===== config.mk =====
export PLATFORM = sky130hd
export DESIGN_NAME = code_conv_arbiter
export DESIGN_NICKNAME = d
export VERILOG_FILES = /design/src/rtl/code_conv_arbiter.sv
export SDC_FILE = /design/constraint.sdc
export NUM_CORES = 1
export LEC_CHECK = 0
export BUFFER_PORTS_ARGS = -buffer_cell sky130_fd_sc_hd__buf_2
export CAP_MARGIN = 20
export CORE_MARGIN = 2
export CORE_UTILIZATION = 30
export CTS_BUF_LIST = sky130_fd_sc_hd__clkbuf_4 sky130_fd_sc_hd__clkbuf_8
export CTS_CLUSTER_DIAMETER = 60
export DETAILED_ROUTE_END_ITERATION = 6
export PLACE_DENSITY_LB_ADDON = 0.2
export SLEW_MARGIN = 20
export SYNTH_ARGS = -nofsm -noshare
export SYNTH_HDL_FRONTEND = slang
export SYNTH_SLANG_ARGS = --single-unit

===== constraint.sdc =====
create_clock -name clk -period 1.5 [get_ports clk]
set_input_delay 0.075 -clock clk [delete_from_list [all_inputs] [get_ports clk]]
set_output_delay 0.075 -clock clk [all_outputs]
set_load 0.02 [all_outputs]

===== src/rtl/code_conv_arbiter.sv =====
// Purpose: shares one binary<->Gray converter between two requesters using round-robin arbitration.
// Latency: 1 cycle from accept to out_valid; sustains 1 result/cycle when out_ready is held high.
// Backpressure: out_valid & !out_ready freezes the result register and drops both input readies.
module code_conv_arbiter #(
  parameter int W = 4
) (
  input  logic         clk,
  input  logic         rst_n,
  input  logic         in0_valid,
  input  logic         in0_mode,
  input  logic [W-1:0] in0_data,
  output logic         in0_ready,
  input  logic         in1_valid,
  input  logic         in1_mode,
  input  logic [W-1:0] in1_data,
  output logic         in1_ready,
  output logic         out_valid,
  input  logic         out_ready,
  output logic [W-1:0] out_data,
  output logic         out_id,
  output logic         out_mode,
  output logic [7:0]   conv_cnt
);

  // Gray->binary: each binary bit is the XOR of all Gray bits at or above it.
  function automatic logic [W-1:0] f_g2b(input logic [W-1:0] g);
    logic [W-1:0] b;
    b[W-1] = g[W-1];
    for (int i = W - 2; i >= 0; i--) begin
      b[i] = b[i+1] ^ g[i];
    end
    return b;
  endfunction

  logic         r_valid;
  logic [W-1:0] r_data;
  logic         r_id;
  logic         r_mode;
  logic [7:0]   r_cnt;
  logic         r_rr_ptr;

  logic         w_can_load;
  logic         w_gnt;
  logic         w_acc;
  logic         w_sel_mode;
  logic [W-1:0] w_sel_data;
  logic [W-1:0] w_conv;

  // The register can take a new word when empty or when its current word leaves this cycle.
  assign w_can_load = ~r_valid | out_ready;

  // A lone requester wins outright; on a tie the round-robin pointer decides.
  assign w_gnt = (in0_valid & in1_valid) ? r_rr_ptr : in1_valid;

  assign in0_ready = w_can_load & ~w_gnt;
  assign in1_ready = w_can_load &  w_gnt;
  assign w_acc     = (in0_valid & in0_ready) | (in1_valid & in1_ready);

  assign w_sel_mode = w_gnt ? in1_mode : in0_mode;
  assign w_sel_data = w_gnt ? in1_data : in0_data;
  assign w_conv     = w_sel_mode ? f_g2b(w_sel_data) : (w_sel_data ^ (w_sel_data >> 1));

  // Result register, conversion counter and round-robin pointer.
  always_ff @(posedge clk or negedge rst_n) begin
    if (!rst_n) begin
      r_valid  <= 1'b0;
      r_data   <= '0;
      r_id     <= 1'b0;
      r_mode   <= 1'b0;
      r_cnt    <= 8'd0;
      r_rr_ptr <= 1'b0;
    end else if (w_acc) begin
      r_valid  <= 1'b1;
      r_data   <= w_conv;
      r_id     <= w_gnt;
      r_mode   <= w_sel_mode;
      r_cnt    <= r_cnt + 8'd1;
      r_rr_ptr <= ~w_gnt;
    end else if (out_ready) begin
      // Drain with nothing to reload: data fields keep their stale value.
      r_valid  <= 1'b0;
    end
  end

  assign out_valid = r_valid;
  assign out_data  = r_data;
  assign out_id    = r_id;
  assign out_mode  = r_mode;
  assign conv_cnt  = r_cnt;

endmodule


## Yosys cells after proc, flatten, opt, wreduce, memory -nomap -nowiden

Cells that the tools add are included.
W data, S select, Z words.

- Bits in registers: 16
- Bits of input ports: 15
- Output and inout bits: 17
- Logic and storage cells: 27

- Add/sub/neg operators: 1
- Multiplexer cells: 6
- Bitwise operators: 13
- Reduce and logical (&&, ||, !) cells: 1

Operators with widths:

| operator | number |
|---|---|
| $add A8 B1 Y8 const B | 1 |
| $mux W4 | 2 |
| $and A1 B1 Y1 | 5 |
| $mux W1 | 4 |
| $xor A4 B3 Y4 | 1 |
| $xor A1 B1 Y1 | 3 |
| $not A1 Y1 | 2 |
| $or A1 B1 Y1 | 2 |
| $reduce_bool A2 Y1 | 1 |

## Depth between registers and ports, before layout

- Depth after elaboration: 7
- Gate-level depth with buffers: 5
- Depth with buffers taken out: 4

## Worst setup path before layout

Ideal clock, no wire load.

- Path kind: reg-to-reg
- From: register r_rr_ptr
- To: register r_data[1], in the netlist out_data[1]
- Setup time: 0.133 ns
- Data arrival time: 1.169 ns
- Data required time: 1.367 ns
- Setup slack: 0.198 ns
- Cell stages (with the launch flop): 5
- Buffers on the path: 0
- Clock period less this slack: 1.302 ns
- Cells stage by stage: dfrtp_1 > nand2b_2 > a211o_1 > a211oi_2 > o31ai_2

- Longest elaborated chain between the ends: 5
- Elaborated cells between the ends (all ways): 13
- Those cells by class: mux: 4; bitwise: 9

Ends and longest elaborated chain:

| element | RTL line | text |
|---|---|---|
| start: declaration | 40 | `logic r_rr_ptr;` |
| start signal: assignment | 78 | `r_rr_ptr <= ~w_gnt;` |
| $mux W1 * | 53 | `assign w_gnt = (in0_valid & in1_valid) ? r_rr_ptr : in1_valid;` |
| $mux W4 / $not A1 Y1 (equally long branches) | 60, 55 |  |
| $xor A1 B1 Y1 / $and A1 B1 Y1 (equally long branches) | 30, 55 |  |
| $xor A1 B1 Y1 / $and A1 B1 Y1 (equally long branches) | 30, 57 |  |
| $mux W4 / $or A1 B1 Y1 (equally long branches) | 61, 57 |  |
| end signal: assignment | 74 | `r_data <= w_conv;` |
| end: declaration | 36 | `logic [W-1:0] r_data;` |

Mark *: on every way between the ends. The rest lies on a longest branch, timed or not.
A chain may end at the register's enable or synchronous reset.

## Worst setup path in the final report

- From: register r_rr_ptr
- To: output port in0_ready

- Longest elaborated chain between the ends: 3

Ends and longest elaborated chain:

| element | RTL line | text |
|---|---|---|
| $mux W1 | 53 |  |
| $not A1 Y1 | 55 | `assign in0_ready = w_can_load & ~w_gnt;` |
| $and A1 B1 Y1 | 55 |  |
| end: declaration | 12 | `output logic in0_ready,` |

No other way between the ends.

==> run_results.csv <==
group,metric,value,unit
floorplan,initial_utilization,31.7,%
worst_setup_path,cp_max_fo,8,
grt,grt_use_total,12.4,%
min_path,hold_class,"input port to flip-flop",
synthesis,synth.distinct_cells,33,
final_layout,drive_gt1_share,36.9,%
worst_setup_path,cp.required,1.42,ns
synthesis,yosysMostFrequentCell,"dfrtp_1",
clock_network,numCtsBuffers,3,
clock_network,clock_tree.root_cell,"clkbuf_4",
route,post_drt_wl_per_cell,12.6,um
clock_network,h-tree-depth,1,
clock_network,clkTransAtPathRegs,0.10,ns
pwr,p_leak,0.000561,uW
synthesis,yosysSeqAreaShare,45.8,%
timing,tightestPinTransition,0.383,ns
synthesis,ys.flop_type,"dfrtp_1",
route,dr.max_layer_used,"met3",
grt,grt_pass1_wl,3200,um
timing,hold_violations,0,
synthesis,ys_async_sr_fraction,100,%
synthesis,synth_area_per_cell,10.2,sq um
worst_setup_path,crit_chain,"nand2b_4 > and2_2 > nor2_1 > buf_4",
timing,period_needed,1.42,ns
floorplan,ios,32,
grt,grt_overflow,0,
worst_setup_path,critPathMaxStageDelay,0.40,ns
grt,grt_max_degree,17,
synthesis,netlist.area_leader.share,45.8,%
synthesis,yosysTopAreaCell,"dfrtp_1",
synthesis,syn-num-nets,102,
placement,gp_congestion,0.719,
timing,period_share,94.6,%
timing,rsz0062_at_grt,"false",
route,drc_errors,0,
worst_setup_path,critPathTopFamily,"simple AND/OR/NAND/NOR gates",
clock_network,clock_sinks,16,
final_layout,final_cells,153,
pwr,power_density,1400,nW/um^2
timing,fin_skew,0.00282,ns
route,num_vias,775,
worst_setup_path,cp_slowest_cell,"dfrtp_1",
timing,setup_viol,0,
timing,relSlewSlack,74.5,%
final_layout,antenna_cells,0,
floorplan,die_w,58.0,um
run,cap_violations,0,
floorplan,core,2760,sq um
synthesis,yosys-top-cells-area,"dfrtp_1 46%, xnor2_1 7.0%, nand2_1 4.7%",
final_layout,area_growth_syn_to_layout,29.5,%
pwr,ir_drop,781,uV
route,drt_iter0_drc,11,
grt,grt_pass1_vias,759,
worst_setup_path,cp-end-kind,"output port",
run_status,outcome,"finished, final reports clean",
route,vias_per_cell,5.07,
route,wirelength,1920,um
synthesis,yosys-top-cells-count,"16 x dfrtp_1, 11 x nand2_1, 7 x xnor2_1",
floorplan,die_h,58.0,um
clock_network,clockBufferDepth,2,
synthesis,synth-seq-cells,16,
synthesis,synth_edf_count,0,
clock_network,clock_latency,0.28,ns
route,first_pass_iters,4,
worst_setup_path,critPathKind,"flip-flop to output port",
route,met2WireLength,999,um
worst_setup_path,startpoint_type,"flip-flop",
route,met1_length,833,um
route,detail-route-antenna-nets,0,
worst_setup_path,cp_data_arrival_time,1.34,ns
placement,dp.cells,147,
route,met3_wirelength,89,um
worst_setup_path,crit_buf_inv,1,
synthesis,syn-cell-area,875,sq um
synthesis,synth_warnings,0,
floorplan,placementRows,19,
clock_network,cts_tree,"built",
floorplan,dieArea,3360,sq um
final_layout,layout.nets,139,
timing,clock.fmax,705,MHz
grt,grt_antenna_before_repair,0,
timing,setup_tns,0,ns
placement,io_buffers,31,
timing,finalMaxSlewViolations,0,
synthesis,synthCells,86,
==> worst reg2reg max path, cell delays in order, from the launching register on <==
cell	delay (ns)
dfrtp_1	0.40
nand2b_4	0.18
a211o_1	0.32
o211a_1	0.15
o31ai_2	0.16
==> worst paths after layout <==
check	cells after the start	end	slack (ns)	start
min in group asynchronous	2	conv_cnt[6]$_DFFE_PN0P_	0.23	rst_n
setup reg to reg	4	out_data[1]$_DFFE_PN0P_	0.21	r_rr_ptr$_DFFE_PN0P_
hold / removal	2	out_valid$_DFFE_PN0P_	0.10	in0_valid
hold reg to reg	1	conv_cnt[7]$_DFFE_PN0P_	0.47	conv_cnt[7]$_DFFE_PN0P_
max in group asynchronous	2	out_data[3]$_DFFE_PN0P_	1.00	rst_n
setup / recovery	4	in0_ready	0.08	r_rr_ptr$_DFFE_PN0P_
==> per-layer routing <==
| metal | vias up | GRT usage, % |
|---|---|---|
| met3 | 0 | 1.79 |
| met4 | 0 | 4.98 |
| li1 | 386 | - |
| met2 | 21 | 22.4 |
| met5 | - | 0 |
| met1 | 368 | 14.5 |
==> per-stage QoR <==
step	cell area, sq um	setup slack [ns]	hold WS, ns	total power [uW]	utilization (%)
floorplan	875	0.198	-0.221	1080	-
global placement	1070	0.170	0.00778	1290	38.7
detailed placement	1070	0.141	0.0178	1300	38.7
CTS	1120	0.0427	0.0837	1610	40.6
global route	1130	0.00334	0.0946	1710	41.1
finish	1130	0.0811	0.101	1590	41.1
==> cells by family (layout without fill, tap and decap cells) <==
logic type	Yosys count	count (layout)	synth area share [%]
and+or+nand+nor	34	34	20.7
AOI/OAI and AO/OA	19	19	16.5
DFF	16	16	45.8
xor gates and xnor gates	11	11	11.0
muxes	3	3	3.43
buffers and inverters	2	38	1.14
adders and majority gates	1	1	1.43
==> layout by cell type (no fill, tap or decap), types with 2 or more instances in the layout <==
| cell type | Yosys | layout |
|---|---|---|
| a21boi_0 | 2 | 2 |
| nand2_1 | 11 | 11 |
| buf_4 | 0 | 3 |
| clkbuf_4 | 0 | 3 |
| o21ai_0 | 4 | 4 |
| and3_1 | 3 | 3 |
| nand2b_1 | 2 | 2 |
| buf_2 | 2 | 30 |
| mux2i_1 | 3 | 3 |
| a21oi_1 | 2 | 2 |
| xnor2_1 | 7 | 7 |
| nand3_1 | 5 | 5 |
| dfrtp_1 | 16 | 16 |
| nor2_1 | 4 | 3 |
| nand4_1 | 2 | 2 |
| xor2_1 | 4 | 4 |
==> flip-flops by register name, indices dropped and copies added (netlist names) <==
name	flops
conv_cnt	8
out_data	4
out_mode	1
out_id	1
r_rr_ptr	1
out_valid	1
==> cell type report <==
| class | instances | area [sq um] |
|---|---|---|
| sequential | 16 | 400 |
| fill | 282 | 1630 |
| multi-input combinational | 68 | 474 |
| timing repair buffer | 34 | 183 |
| clock buffer | 4 | 36.3 |
| tap | 31 | 38.8 |
==> power by group <==
group	internal, uW	switching, uW
Combinational	260	362
Clock	148	140
Sequential	558	124
==> what timing repair did <==
action,in CTS,in global routing
setup buffers,0,1
endpoints found under the setup margin,2,2
gates resized for setup,2,2
hold buffers,1,0
endpoints found under the hold margin,16,0
Power figures use the tool's default switching activity.
